`src/rtl/mat_add_pkg.sv`:
```
// Shared definitions for the streaming matrix adder: default sizes, FSM encoding
// and saturation limits for the signed result range.
package mat_add_pkg;

    localparam int DEF_DATA_W = 8;
    localparam int DEF_N      = 4;
    localparam int DEF_NUM_CH = 2;
    localparam int DEF_FRAC_W = 4;

    typedef enum logic [1:0] {
        ST_IDLE  = 2'd0,
        ST_RUN   = 2'd1,
        ST_DRAIN = 2'd2
    } state_t;

    // Largest / smallest value of a signed number of width w.
    function automatic longint sat_max(input int w);
        return (64'sd1 <<< (w - 1)) - 64'sd1;
    endfunction

    function automatic longint sat_min(input int w);
        return -(64'sd1 <<< (w - 1));
    endfunction

    localparam longint SAT_MAX = sat_max(2 * DEF_DATA_W);
    localparam longint SAT_MIN = sat_min(2 * DEF_DATA_W);

endpackage

```
`src/rtl/mat_add_lane.sv`:
```
// One matrix element: align B to A, add A+B+C, optionally add the accumulator,
// then saturate to the signed 2*DATA_W result range.
module mat_add_lane
    import mat_add_pkg::*;
#(
    parameter int DATA_W = DEF_DATA_W,
    parameter int FRAC_W = DEF_FRAC_W
) (
    input  logic signed [DATA_W-1:0]   i_a,
    input  logic signed [DATA_W-1:0]   i_b,
    input  logic signed [2*DATA_W-1:0] i_c,
    input  logic signed [2*DATA_W-1:0] i_acc,
    input  logic                       i_intMode,
    input  logic                       i_accMode,
    output logic [2*DATA_W-1:0]        o_res
);

    localparam int RES_W = 2 * DATA_W;
    localparam int SUM_W = RES_W + 2;
    localparam int TOT_W = SUM_W + 1;
    localparam logic signed [TOT_W-1:0] MAXV = TOT_W'(sat_max(RES_W));
    localparam logic signed [TOT_W-1:0] MINV = TOT_W'(sat_min(RES_W));

    logic signed [SUM_W-1:0] w_aExt;
    logic signed [SUM_W-1:0] w_bExt;
    logic signed [SUM_W-1:0] w_cExt;
    logic signed [SUM_W-1:0] w_sum;
    logic signed [TOT_W-1:0] w_tot;

    // The accumulator is added to the unsaturated sum so only one clamp is applied.
    always_comb begin
        w_aExt = {{(SUM_W-DATA_W){i_a[DATA_W-1]}}, i_a};
        w_bExt = {{(SUM_W-DATA_W){i_b[DATA_W-1]}}, i_b};
        if (i_intMode) begin
            w_bExt = w_bExt <<< FRAC_W;
        end
        w_cExt = {{2{i_c[RES_W-1]}}, i_c};
        w_sum  = w_aExt + w_bExt + w_cExt;
        w_tot  = {w_sum[SUM_W-1], w_sum};
        if (i_accMode) begin
            w_tot = w_tot + {{3{i_acc[RES_W-1]}}, i_acc};
        end
        if (w_tot > MAXV) begin
            o_res = MAXV[RES_W-1:0];
        end else if (w_tot < MINV) begin
            o_res = MINV[RES_W-1:0];
        end else begin
            o_res = w_tot[RES_W-1:0];
        end
    end

endmodule

```
`src/rtl/mat_add_stream.sv`:
```
// Streams an N-row matrix frame through a two-stage element-wise adder with
// per-channel accumulators and a valid/ready handshake on both sides.
module mat_add_stream
    import mat_add_pkg::*;
#(
    parameter int DATA_W = DEF_DATA_W,
    parameter int N      = DEF_N,
    parameter int NUM_CH = DEF_NUM_CH,
    parameter int FRAC_W = DEF_FRAC_W
) (
    input  logic                              clk,
    input  logic                              _reset,
    input  logic                              start,
    input  logic                              int_mode,
    input  logic                              acc_mode,
    input  logic                              flush_acc,
    input  logic                              in_valid,
    output logic                              in_ready,
    input  logic [N*DATA_W-1:0]               a_row,
    input  logic [NUM_CH*N*DATA_W-1:0]        b_row,
    input  logic [NUM_CH*N*2*DATA_W-1:0]      c_row,
    output logic                              out_valid,
    input  logic                              out_ready,
    output logic [NUM_CH*N*2*DATA_W-1:0]      out_row,
    output logic [$clog2(N)-1:0]              out_row_idx,
    output logic                              frame_done,
    output logic                              busy
);

    localparam int RES_W = 2 * DATA_W;
    localparam int ROW_W = NUM_CH * N * RES_W;
    localparam int IDX_W = $clog2(N);
    localparam logic [IDX_W-1:0] LAST_IDX = IDX_W'(N - 1);

    state_t r_state;
    state_t w_nextState;

    logic                        r_intMode;
    logic                        r_accMode;
    logic                        r_flushPend;
    logic [IDX_W-1:0]            r_inIdx;
    logic                        r_s1Valid;
    logic [IDX_W-1:0]            r_s1Idx;
    logic [N*DATA_W-1:0]         r_a;
    logic [NUM_CH*N*DATA_W-1:0]  r_b;
    logic [ROW_W-1:0]            r_c;
    logic                        r_outValid;
    logic [IDX_W-1:0]            r_outIdx;
    logic [ROW_W-1:0]            r_outRow;
    logic [ROW_W-1:0]            r_acc [N];

    logic             w_stall;
    logic             w_inFire;
    logic             w_outFire;
    logic             w_doFlush;
    logic [ROW_W-1:0] w_accRow;
    logic [ROW_W-1:0] w_res;

    assign w_stall     = r_outValid && !out_ready;
    assign in_ready    = (r_state == ST_RUN) && !w_stall;
    assign w_inFire    = in_valid && in_ready;
    assign w_outFire   = r_outValid && out_ready;
    assign w_doFlush   = (r_state == ST_IDLE) && (flush_acc || r_flushPend);
    assign w_accRow    = r_acc[r_s1Idx];
    assign out_valid   = r_outValid;
    assign out_row     = r_outRow;
    assign out_row_idx = r_outIdx;
    assign frame_done  = w_outFire && (r_outIdx == LAST_IDX);
    assign busy        = (r_state != ST_IDLE);

    always_ff @(posedge clk) begin
        if (_reset) begin
            r_state <= ST_IDLE;
        end else begin
            r_state <= w_nextState;
        end
    end

    always_comb begin
        w_nextState = r_state;
        case (r_state)
            ST_IDLE:  if (start) w_nextState = ST_RUN;
            ST_RUN:   if (w_inFire && (r_inIdx == LAST_IDX)) w_nextState = ST_DRAIN;
            ST_DRAIN: if (frame_done) w_nextState = ST_IDLE;
            default:  w_nextState = ST_IDLE;
        endcase
    end

    // A flush requested mid-frame waits for IDLE so the running frame sees the old sums.
    always_ff @(posedge clk) begin
        if (_reset) begin
            r_intMode   <= 1'b0;
            r_accMode   <= 1'b0;
            r_flushPend <= 1'b0;
            r_inIdx     <= '0;
        end else begin
            if ((r_state == ST_IDLE) && start) begin
                r_intMode <= int_mode;
                r_accMode <= acc_mode;
            end
            if (w_doFlush) begin
                r_flushPend <= 1'b0;
            end else if (flush_acc && (r_state != ST_IDLE)) begin
                r_flushPend <= 1'b1;
            end
            if (w_inFire) begin
                r_inIdx <= (r_inIdx == LAST_IDX) ? '0 : r_inIdx + IDX_W'(1);
            end
        end
    end

    always_ff @(posedge clk) begin
        if (_reset) begin
            r_s1Valid  <= 1'b0;
            r_s1Idx    <= '0;
            r_a        <= '0;
            r_b        <= '0;
            r_c        <= '0;
            r_outValid <= 1'b0;
            r_outIdx   <= '0;
            r_outRow   <= '0;
        end else if (!w_stall) begin
            r_s1Valid  <= w_inFire;
            r_outValid <= r_s1Valid;
            if (w_inFire) begin
                r_s1Idx <= r_inIdx;
                r_a     <= a_row;
                r_b     <= b_row;
                r_c     <= c_row;
            end
            if (r_s1Valid) begin
                r_outIdx <= r_s1Idx;
                r_outRow <= w_res;
            end
        end
    end

    always_ff @(posedge clk) begin
        if (_reset || w_doFlush) begin
            for (int i = 0; i < N; i++) begin
                r_acc[i] <= '0;
            end
        end else if (w_outFire && r_accMode) begin
            r_acc[r_outIdx] <= r_outRow;
        end
    end

    for (genvar ch = 0; ch < NUM_CH; ch++) begin : g_ch
        for (genvar col = 0; col < N; col++) begin : g_col
            localparam int E = ch * N + col;
            mat_add_lane #(
                .DATA_W (DATA_W),
                .FRAC_W (FRAC_W)
            ) u_lane (
                .i_a       (r_a[col*DATA_W +: DATA_W]),
                .i_b       (r_b[E*DATA_W +: DATA_W]),
                .i_c       (r_c[E*RES_W +: RES_W]),
                .i_acc     (w_accRow[E*RES_W +: RES_W]),
                .i_intMode (r_intMode),
                .i_accMode (r_accMode),
                .o_res     (w_res[E*RES_W +: RES_W])
            );
        end
    end

endmodule

```
`config.mk`:
```
export PLATFORM = sky130hd
export DESIGN_NAME = mat_add_stream
export DESIGN_NICKNAME = d
export VERILOG_FILES = /design/src/rtl/mat_add_pkg.sv /design/src/rtl/mat_add_lane.sv /design/src/rtl/mat_add_stream.sv
export SDC_FILE = /design/constraint.sdc
export NUM_CORES = 2
export LEC_CHECK = 0
export ABC_AREA = 1
export CORE_ASPECT_RATIO = 1.25
export CORE_UTILIZATION = 65
export DETAILED_ROUTE_END_ITERATION = 8
export PLACE_DENSITY = 0.94
export SLEW_MARGIN = 20
export SYNTH_ARGS = -nofsm -noshare
export SYNTH_HDL_FRONTEND = slang
export SYNTH_SLANG_ARGS = --single-unit
```
`constraint.sdc`:
```
create_clock -name clk -period 24.3 [get_ports clk]
set_clock_uncertainty 0.05 [all_clocks]
set_input_delay 7.29 -clock clk [delete_from_list [all_inputs] [get_ports clk]]
set_output_delay 7.29 -clock clk [all_outputs]
set_load 0.02 [all_outputs]
```
---- Yosys cells after proc, flatten, opt, wreduce, memory -nomap -nowiden ----
Memory sizes are Yosys's and may differ from the RTL's. A register that Yosys moved wholly into a read port is not among the register bits.
Cells that the tools add are included.
cells by class
  $add $sub $neg .......................... 25
  order comparisons ....................... 16
  equal/unequal tests ..................... 7
  mux-type cells .......................... 47
  bitwise gates (word level) .............. 1
  reduce and logical (&&, ||, !) cells .... 21
operators by type and width
  kind                                                                               number
  16-bit two-way mux                                                                 16
  18-bit by 16-bit adder with 19-bit output                                          8
  19-bit by 16-bit greater-than comparator with 1-bit output, second input constant  8
  19-bit by 16-bit < comparator with 1-bit output, second input constant             8
  19-bit two-way mux                                                                 8
  18-bit by 16-bit adder with 18-bit output                                          8
  128-bit two-way mux                                                                1
  128-bit OR reduction                                                               1
  8-bit by 12-bit adder with 13-bit output                                           8
  11-bit two-way mux                                                                 8
  2-bit two-way mux                                                                  7
  1-bit logical AND                                                                  10
  2-bit equality test, second input constant                                         3
  1-bit two-way mux                                                                  6
  2-bit one-hot mux with 3 select lines                                              1
  2-bit != test, second input constant                                               2
  2-bit AND reduction                                                                2
  3-bit AND reduction                                                                1
  2-bit by 1-bit adder with 2-bit output, second input constant                      1
  2-bit by 1-bit equality test with 1-bit output, second input constant              1
  1-bit zero test                                                                    2
  2-bit zero test                                                                    1
  1-bit logical OR                                                                   2
  2-bit by 1-bit != test with 1-bit output, second input constant                    1
  3 further kinds                                                                    3
word-level totals
  flip-flop bits (word level) ............. 365
  RAM bits ................................ 512
  output and inout port bits .............. 134
  logic and storage cells ................. 131
  memories kept ........................... 1
memories
  memory  depth  bits a word  rd ports  clocked after memory_dff  write ports  RTL line              RTL
  r_acc   4      128          1         1                         4            mat_add_stream.sv:50  logic [ROW_W-1:0] r_acc [N];

---- Longest topological paths before layout ----
  depth after elaboration ................. 8
  depth in mapped cells ................... 43

---- Modules after synthesis ----
From an unflattened synthesis, not the netlist that was laid out.
unflattened totals
  cells, all modules ...................... 7214
  area, all modules ....................... 56618.1 um^2
by module, submodules not included
  module                                       times used  cells each  area an instance (um^2)  sequential area each (um^2)
  mat_add_stream                               1           3456        35156.2                  22721.8
  mat_add_lane at g_ch[0].g_col[3].u_lane ...  3           470         2653.8                   0.0
  mat_add_lane at g_ch[0].g_col[0].u_lane      1           471         2745.1                   0.0
  mat_add_lane at g_ch[0].g_col[2].u_lane      1           466         2715.1                   0.0
  mat_add_lane at g_ch[1].g_col[3].u_lane      1           476         2701.3                   0.0
  mat_add_lane at g_ch[1].g_col[2].u_lane      1           470         2672.6                   0.0
  mat_add_lane at g_ch[0].g_col[1].u_lane      1           465         2666.3                   0.0

---- Worst setup path after synthesis ----
Ideal clock, no wire load.
  kind .................................... input port to flip-flop
  from .................................... in out_ready
  to ...................................... mem r_acc[3][0] (netlist bit), enable pin
  arrival time ............................ 16.832 ns
  data required time ...................... 23.448 ns
  setup slack ............................. 6.616 ns
  stages .................................. 4
  buffers on the path ..................... 0
  cell sequence ........................... nand2_1 nor2_1 inv_1 o31ai_1
RTL lines
  element      RTL line              RTL
  from (decl)  mat_add_stream.sv:23  input logic out_ready,
  to (decl)    mat_add_stream.sv:50

---- Worst setup path in the final report ----
  from .................................... in out_ready
  to ...................................... out in_ready
between the ends
  word-level cells in the longest chain between the ends .. 4
RTL lines
  element            RTL line              RTL
  1-bit zero test    mat_add_stream.sv:59  assign w_stall = r_outValid && !out_ready;
  1-bit logical AND  mat_add_stream.sv:59
  1-bit zero test    n/a
  1-bit logical AND  mat_add_stream.sv:60  assign in_ready = (r_state == ST_RUN) && !w_stall;
  to (decl)          mat_add_stream.sv:18  output logic in_ready,
Every way passes these cells.

==> run metrics <==
Sink Count ~880; 1st-pass router iterations 7; NumNets Final 8521; area occupied by multi-input gates just under 30000 um^2; Slew headroom approximately 14%; most frequent cell after synthesis nand2_1; final setup fails 0; data arrival time of the worst path around 8.9 ns; Setup TNS Final 0 ns; Synth Instances 7722; clk_lat worst skew around 0.70 ns; vias in the first global route roughly 52k; Hold Fails Final Rpt 0; number of fill cells in the layout ~6.5k; vias per cell approximately 6.0; Root Driver clkbuf_16; Via Count around 54k; core area 86200 um^2; worst vdd rail ir drop ~50 uV; H-tree levels 3; TritonCTS clock tree done; sequential fraction of the synthesis area between 30% and 40%; Syn-to-layout area delta 12.6%; Cell variety after synth 56; GRT Resource Usage Total between 40% and 50%; final setup margin ~8 ns; Die Y approximately 330 um; Routed WL per cell slightly above 20 um; maximum clock frequency between 0.06 and 0.07 GHz; Max Slew Vio Count 0; Residual DRC 0; dpl ws about 8 ns; Synth area leader edfxtp_1; grt total ovfl 0; total area of sequential cells approximately 23000 um^2; PortBufs 365; Yosys reg bits 879; GP Congestion slightly above 1; Hold Path Class flop to flop; Die W 266 um; Routed WL ~180000 um; largest net degree at the start of global routing roughly 260; fin crit share about two thirds; synth top area cells edfxtp_1, dfxtp_1, nand2_1; CP Capture Type primary output; Yosys warnings 0; Post-synth top cells nand2_1, nor2_1, inv_1; Synth top area share a little over a quarter; status finished, final reports clean; CTS Buf Count 87; Final min period approximately 16 ns; syn nets about 8.3k; power per cell area 62.8 nW/um^2; PostCTS Resize Cnt 0; worst-case clock buffer depth 3; top_reg_cell synth edfxtp_1; IO Pins ~370; Post-synth EDFFs just over 500; FP Rows 120; Crit Path Class primary input to primary output; DIE AREA roughly 90000 um^2; Hold Buf Count CTS 0; Final ANT Viol Nets 0; CTS clk-pin slew, worst paths 0.07 ns; DP HPWL ~130000 um; first-pass GRT wire length 280000 um; leakage approximately 29 nW; Final Core Density ~74%; Worst EP required approximately 17 ns; max-cap viol count 0; post-CTS setup buffers 0; PnR Total Power 4.02 mW; crit start category primary input; Critical Path Fanout Max 4; Mapped Area 56800 um^2; Worst-Margin Slew roughly 1.3 ns; share of cells above drive strength 1 4.52%; initial antenna violation count 7; Async S/R FF share, synth 0%; Synth Area per Inst ~7.4 um^2; RSZ-0062 raised after global routing no; Starting Density between 60% and 70%; 1st-iter DRT viols approximately 6.3k
==> final cells by class <==
cell class,count,share of cell area [%]
Tap cell,1159,2.27
Timing Repair Buffer,397,6.14
Sequential cell,879,35.5
Clock buffer,108,3.72
Multi-Input combinational cell,5651,46.1
Inverter,880,5.19
Antenna cell,2,0.00782
Clock inverter,55,1.00
==> through the flow <==
stage	instances	hold slack (ns)	area, um^2
floorplan	7722	0.389	56800
global placement	8966	0.407	61000
detailed placement	8966	0.411	61000
CTS	9129	0.421	64000
global route	9131	0.431	64000
finish	9131	0.421	64000
==> sequential cells by signal, indices dropped and copies added, names as in the netlist, named ones only <==
register	count
r_s1Idx	2
out_row_idx	2
r_intMode	1
r_state	2
r_s1Valid	1
r_flushPend	1
r_c	128
r_accMode	1
r_inIdx	2
out_valid	1
r_acc	512
r_a	32
out_row	128
r_b	64
==> cells by family after synthesis <==
kind of cell             Yosys count  share of synthesized area [%]
AO/OA/AOI/OAI                   1500                           14.2
XOR/XNOR                         236                           3.64
adder cells (fa/ha/maj)          393                           8.97
buffers and inverters           1192                           8.17
flip-flops                       879                           40.0
multiplexers                       6                          0.106
AND/OR/NAND/NOR                 3516                           25.0
==> where the power goes <==
part           switching (mW)  total, mW  internal, mW
combinational           0.577      0.871         0.294
sequential             0.0458       1.70          1.66
clock                   0.641       1.45         0.806
==> critical path, cell delays in order <==
cell and delay [ns]:
clkdlybuf4s50_1 0.47, nor2_1 0.10, nor3_1 0.34, clkdlybuf4s50_1 0.69
==> path summary, 6_finish.rpt <==
check / cells after the start / to / slack (ns) / from
setup reg to reg: 34 / out_row[92] / 17.23 / r_intMode
hold reg to reg: 2 / r_b[58] / 0.42 / r_b[58]
hold / removal: 2 / r_b[58] / 0.42 / r_b[58]
setup / recovery: 4 / in_ready / 8.07 / out_ready
==> per-layer routing <==
metal / GRT usage, % / routed length [um]
met5: 0 / 59
met4: 24.0 / 11900
met3: 8.19 / 20400
met2: 66.3 / 84100
met1: 49.7 / 67400
==> cell usage in the layout (no fill, tap or decap), drive strengths merged, types with 2 or more instances in the layout <==
| master | n |
|---|---|
| a211oi | 2 |
| a21boi | 3 |
| a21o | 11 |
| a21oi | 600 |
| a22oi | 6 |
| a31o | 3 |
| a31oi | 26 |
| and2 | 22 |
| and3 | 15 |
| buf | 33 |
| bufinv | 9 |
| clkbuf | 108 |
| clkdlybuf4s50 | 364 |
| clkinv | 33 |
| clkinvlp | 5 |
| dfxtp | 367 |
| diode | 2 |
| edfxtp | 512 |
| fa | 24 |
| ha | 369 |
| inv | 888 |
| mux2i | 6 |
| nand2 | 1837 |
| nand3 | 285 |
| nand3b | 14 |
| nand4 | 28 |
| nor2 | 1212 |
| nor3 | 76 |
| nor3b | 3 |
| o211ai | 13 |
| o21ai | 677 |
| o21bai | 26 |
| o22ai | 128 |
| o31ai | 2 |
| or2 | 23 |
| xnor2 | 113 |
| xor2 | 123 |
(Power assumes the default switching activity.)
